File: config.mk
export PLATFORM = sky130hd
export DESIGN_NAME = band_sample_scheduler_flat
export DESIGN_NICKNAME = d
export VERILOG_FILES = /design/src/rtl/band_sample_scheduler_pkg.sv /design/src/rtl/band_sample_scheduler_if.sv /design/src/rtl/band_sample_scheduler_decim_tick_gen.sv /design/src/rtl/band_sample_scheduler.sv /design/src/flat_wrapper.sv
export SDC_FILE = /design/constraint.sdc
export NUM_CORES = 1
export LEC_CHECK = 0
export ABC_AREA = 1
export ABC_CLOCK_PERIOD_IN_PS = 1940
export CORE_AREA = 2 2 157 159
export CTS_BUF_LIST = sky130_fd_sc_hd__clkbuf_4 sky130_fd_sc_hd__clkbuf_8
export DETAILED_ROUTE_END_ITERATION = 8
export DIE_AREA = 0 0 159 161
export PLACE_DENSITY_LB_ADDON = 0.05
export SYNTH_ARGS = -nofsm -noshare
export SYNTH_HDL_FRONTEND = slang
export SYNTH_SLANG_ARGS = --single-unit
File: constraint.sdc
create_clock -name clk -period 1.94 [get_ports clk]
set_clock_uncertainty 0.2 [all_clocks]
set_input_delay 0.291 -clock clk [delete_from_list [all_inputs] [get_ports clk]]
set_output_delay 0.291 -clock clk [all_outputs]
set_load 0.01 [all_outputs]
File: src/rtl/band_sample_scheduler_pkg.sv
// light_music_pkg: sample format and scheduler state shared by the light-music blocks.
package light_music_pkg;
   localparam int SAMPLE_W = 12;
   localparam logic [SAMPLE_W-1:0] SAMPLE_OFFSET = 12'h800;
   typedef enum logic {IDLE, SEND} sched_state_t;
endpackage

File: src/rtl/band_sample_scheduler_if.sv
// band_sample_scheduler_if: valid/ready sample stream from the scheduler to the light driver.
interface band_sample_scheduler_if import light_music_pkg::*; #(parameter int NBANDS = 8);
   localparam int BW = $clog2(NBANDS);
   logic out_valid;
   logic out_ready;
   logic frame_start;
   logic [SAMPLE_W-1:0] out_data;
   logic [BW-1:0] out_band;
   modport master (output out_valid, out_data, out_band, frame_start, input out_ready);
   modport slave (input out_valid, out_data, out_band, frame_start, output out_ready);
endinterface

File: src/rtl/band_sample_scheduler_decim_tick_gen.sv
// decim_tick_gen: counts ADC strobes and flags every DECIM-th one as a decimated tick.
module decim_tick_gen #(parameter int DECIM = 16) (
   input  logic clk,
   input  logic nreset,
   input  logic sample_en,
   output logic tick
);
   localparam int CW = $clog2(DECIM);
   logic [CW-1:0] count;
   assign tick = sample_en && count == CW'(DECIM - 1);
   always_ff @(posedge clk or negedge nreset)
      if (!nreset) count <= '0;
      else if (sample_en) count <= tick ? '0 : count + 1'b1;
endmodule

File: src/rtl/band_sample_scheduler.sv
// band_sample_scheduler: snapshots all band accumulators per decimated tick and streams them
// as 12-bit offset-binary samples; BAND_SATURATE_EN selects saturating instead of wrapping conversion.
module band_sample_scheduler import light_music_pkg::*; #(
   parameter int NBANDS  = 8,
   parameter int DW      = 48,
   parameter int RANGE_H = 28,
   parameter int DECIM   = 16
) (
   input  logic                   clk,
   input  logic                   nreset,
   input  logic                   sample_en,
   input  logic [NBANDS*DW-1:0]   band_data,
   band_sample_scheduler_if.master stream,
   output logic                   overrun
);
   localparam int BW = $clog2(NBANDS);
   sched_state_t state, state_nx;
   logic [DW-1:0] snap [NBANDS];
   logic [BW-1:0] idx, idx_nx;
   logic tick, hs, last;
   decim_tick_gen #(.DECIM(DECIM)) u_tick (.clk(clk), .nreset(nreset), .sample_en(sample_en), .tick(tick));
   function automatic logic [SAMPLE_W-1:0] conv(input logic [DW-1:0] x);
`ifdef BAND_SATURATE_EN
      logic [DW-RANGE_H-1:0] hi;
      hi = x[DW-1:RANGE_H];
      return (&hi || ~|hi) ? x[RANGE_H -: SAMPLE_W] + SAMPLE_OFFSET : (x[DW-1] ? '0 : '1);
`else
      return x[RANGE_H -: SAMPLE_W] + SAMPLE_OFFSET;
`endif
   endfunction
   assign hs   = state == SEND && stream.out_ready;
   assign last = idx == BW'(NBANDS - 1);
   always_comb begin
      state_nx = state == IDLE ? (tick ? SEND : IDLE) : (hs && last ? IDLE : SEND);
      idx_nx   = (hs && !last) ? idx + 1'b1 : ((hs || state == IDLE) ? '0 : idx);
   end
   // idx rests at 0 in IDLE, so out_band and frame_start need no extra gating there
   assign stream.out_valid   = state == SEND;
   assign stream.out_band    = idx;
   assign stream.out_data    = state == SEND ? conv(snap[idx]) : '0;
   assign stream.frame_start = state == SEND && idx == '0;
   always_ff @(posedge clk or negedge nreset)
      if (!nreset) begin
         state   <= IDLE;
         idx     <= '0;
         overrun <= 1'b0;
         for (int i = 0; i < NBANDS; i++) snap[i] <= '0;
      end else begin
         state   <= state_nx;
         idx     <= idx_nx;
         overrun <= tick && state == SEND;
         if (state == IDLE && tick)
            for (int i = 0; i < NBANDS; i++) snap[i] <= band_data[i*DW +: DW];
      end
endmodule
File: src/flat_wrapper.sv
// flat-port wrapper written by rule: the top's interface ports become plain ports
module band_sample_scheduler_flat import light_music_pkg::*;
#(
   parameter int NBANDS  = 8,
   parameter int DW      = 48,
   parameter int RANGE_H = 28,
   parameter int DECIM   = 16
)
  (clk, nreset, sample_en, band_data, overrun, stream_out_valid, stream_out_data, stream_out_band, stream_frame_start, stream_out_ready);
  band_sample_scheduler_if #(.NBANDS(NBANDS)) stream_i ();
  input  logic clk;
  input  logic nreset;
  input  logic sample_en;
  input  logic [NBANDS*DW-1:0] band_data;
  output logic overrun;
  output wire logic [$bits(stream_i.out_valid)-1:0] stream_out_valid;
  output wire logic [$bits(stream_i.out_data)-1:0] stream_out_data;
  output wire logic [$bits(stream_i.out_band)-1:0] stream_out_band;
  output wire logic [$bits(stream_i.frame_start)-1:0] stream_frame_start;
  input wire logic [$bits(stream_i.out_ready)-1:0] stream_out_ready;
  assign stream_out_valid = stream_i.out_valid;
  assign stream_out_data = stream_i.out_data;
  assign stream_out_band = stream_i.out_band;
  assign stream_frame_start = stream_i.frame_start;
  assign stream_i.out_ready = stream_out_ready;
  band_sample_scheduler #(.NBANDS(NBANDS), .DW(DW), .RANGE_H(RANGE_H), .DECIM(DECIM)) u_core (.clk(clk), .nreset(nreset), .sample_en(sample_en), .band_data(band_data), .stream(stream_i), .overrun(overrun));
endmodule
==> impl_metrics.csv <==
group,metric,value,unit
status,outcome,"finished with violations",
status,violations,"setup timing",
drt,via_per_inst,4.28,
timing,tightestPinTransition,0.324,ns
finish,n_fill_cell,2650,
placement,io_buffers,117,
timing,finalHoldViolCount,0,
power_and_ir_drop,seqPwrFrac,0.300,
die,io_pins,406,
yosys,synth.ff_latch_count,105,
yosys,yosys_warnings,0,
run,cap_viol_max_count,0,
grt,grt_antenna_before_repair,0,
clock_tree,numCtsBuffers,9,
timing,fin_ws,-0.220,ns
grt,overflow,0,
drt,vias,5280,
drt,drt_iter0_drc,240,
worst_setup_path,crit_fanout,5,
grt,grtUsageTotal,0.153,
yosys,synth_area_leaders,"dfrtp_1 48%, nand2_1 25%, nand3_1 13%, inv_1 6.7%, clkbuf_1 1.9%",
drt,ant_nets,0,
finish,nets,1297,
yosys,syn_area_per_cell,7.02,um^2
timing,setup-violations-final,13,
yosys,synthTopCellsByCount,"361 x nand2_1, 145 x nand3_1, 105 x dfrtp_1",
yosys,syn_area,0.00547,mm^2
clock_tree,clkLatencyLatePin,0.39,ns
worst_setup_path,cp-end-kind,"output pin",
timing,period_needed,2.16,ns
worst_setup_path,rrSetupSlack,0.12,ns
yosys,synth.most_common_cell,"nand2_1",
placement,gp_congestion,0.790,
clock_tree,cts_tree,"done",
yosys,yosysSeqAreaShare,0.481,
power_and_ir_drop,clkPwrFrac,0.178,
finish,area_growth,47.3,%
yosys,yosysTopAreaCell,"dfrtp_1",
die,die_h,161,um
drt,drc,0,
worst_setup_path,r2r_cells,7,
worst_setup_path,worst_setup_path_start_kind,"register",
min_path,hold_class,"primary input to async pin",
placement,dp_hpwl,13800,um
power_and_ir_drop,p_switching,3.47,mW
grt,grt_pass1_vias,5544,
clock_tree,cts.path.max_buffers,2,
yosys,synth_edf_count,0,
power_and_ir_drop,p_int,5.27,mW
power_and_ir_drop,peakVddDrop,0.402,mV
yosys,synthDistinctLibCells,19,
yosys,ys.flop_type,"dfrtp_1",
power_and_ir_drop,p_sw_frac,0.397,
worst_setup_path,cp_data_required_time,1.45,ns
timing,fmaxAchievable,463,MHz
die,die_area,0.0256,mm^2
drt,drt-total-wl,19700,um
finish,n_antenna_cell,0,
timing,hold_ws,0.224,ns
clock_tree,clkTransAtPathRegs,0.10,ns
worst_setup_path,crit_type,"register to output pin",
drt,drt-pass1-iter-count,4,
timing,period_share,1.11,
finish,seq_area,0.00263,mm^2
clock_tree,cts-root-buf,"clkbuf_8",
finish,multi_input_area,0.00253,mm^2
clock_tree,ctsHtreeMaxLevel,3,
grt,grt_max_degree,101,
placement,dp_slack,-0.296,ns
drt,drt-wirelength-per-cell,15.9,um
yosys,ys_async_sr_fraction,1.00,
power_and_ir_drop,combPwrFrac,0.522,
timing,rsz0062_at_grt,"true",
die,die_w,159,um
die,row_count,57,
worst_setup_path,worstPathArrival,1.67,ns
power_and_ir_drop,total_power,8.74,mW
die,start_util,0.228,
finish,drive_gt1_frac,0.177,
yosys,synth_fp_nets,1171,
power_and_ir_drop,p_per_area,1090,mW/mm^2
clock_tree,cts_sinks,105,
yosys,synth.top_cell.area_share,0.481,
yosys,syn_inst,779,
grt,grt_pass1_wl,30400,um
die,core_area,0.0240,mm^2
timing,slew_violations,0,
timing,relSlewSlack,0.784,
power_and_ir_drop,p_leak,4.05,nW
==> power groups by stage <==
stage | Sequential (mW) | Combinational, mW | Clock [mW]
after floorplan | 2.63 | 1.78 | 0
after global placement | 2.65 | 3.47 | 0
after detailed placement | 2.65 | 3.47 | 0
after CTS | 2.62 | 4.28 | 1.63
after global routing | 2.66 | 5.03 | 1.69
final | 2.62 | 4.56 | 1.56
==> critical path: stages, from the launching register on <==
cell and delay [ns]:
dfrtp_2 0.41, clkinv_4 0.11, buf_12 0.16, buf_16 0.14
nand2_2 0.05, nand3_1 0.07, nand2_1 0.07, nand2_1 0.04
nand2_1 0.08, buf_2 0.14
==> worst paths after layout <==
kind                                              to                       from
min in group clk                    u_core.snap[358]              band_data[22]
setup reg to reg           u_core.stream.out_band[0]  u_core.stream.out_band[0]
hold reg to reg                      u_core.snap[20]            u_core.snap[20]
max in group asynchronous  u_core.stream.out_band[0]                     nreset
hold / removal                       u_core.snap[73]                     nreset
setup / recovery                  stream_out_data[6]  u_core.stream.out_band[0]
==> cell families after synthesis <==
logic type      share of synthesized area
buf+inv                             0.112
compound gates                    0.00687
fa+ha+maj                         0.00916
flops                               0.481
simple gates                        0.391
==> timing repair <==
item / in CTS / in global routing
cloned: 5 / 2
pin swaps: 19 / 17
endpoints found under the hold margin: 105 / 0
hold buffers: 1 / 0
gates resized for setup: 129 / 49
setup buffers: 7 / 0
setup endpoints to repair: 17 / 106
==> cells in the final DEF (no fill, tap or decap), drive strengths merged <==
cell type      count
o211ai             1
dlygate4sd3        1
clkdlybuf4s50     99
clkinvlp           2
inv               98
ha                 4
clkinv             2
nand4              1
nand2            362
nor2               4
bufinv             2
dfrtp            105
buf               58
nor3               2
dlygate4sd2        3
clkbuf            13
nand3            146
o21ai              6
==> layout make-up <==
| type | instances | share of cell area |
|---|---|---|
| inverters | 99 | 0.0468 |
| multi-input cells | 526 | 0.315 |
| flip-flops and latches | 105 | 0.327 |
| well taps | 324 | 0.0504 |
| clock inverters | 5 | 0.00995 |
| repair buffers | 164 | 0.235 |
| clock buffers | 10 | 0.0171 |
==> per-stage QoR <==
step	area, um^2	std cells	setup TNS (ns)	utilization
final	8050	1233	-2.57	0.336
after global routing	8050	1233	-3.79	0.336
after CTS	7850	1232	-3.01	0.327
after detailed placement	7220	1204	-6.00	0.301
after global placement	7220	1204	-5.76	0.301
after floorplan	5470	779	0	-
==> per-layer routing <==
layer / wire length, um / share of wire / GRT usage
met5: 0 / 0 / 0
met4: 278 / 0.014 / 0.0434
met3: 678 / 0.034 / 0.0223
met2: 9550 / 0.49 / 0.259
met1: 9150 / 0.47 / 0.203
==> state kept, by name, indices dropped and copies added (netlist names) <==
| name | cells |
|---|---|
| u_core.snap | 96 |
| u_core.u_tick.count | 4 |
| u_core.stream.out_band | 3 |
| u_core.overrun | 1 |
| u_core.stream.out_valid | 1 |
Power figures use the tool's default switching activity.
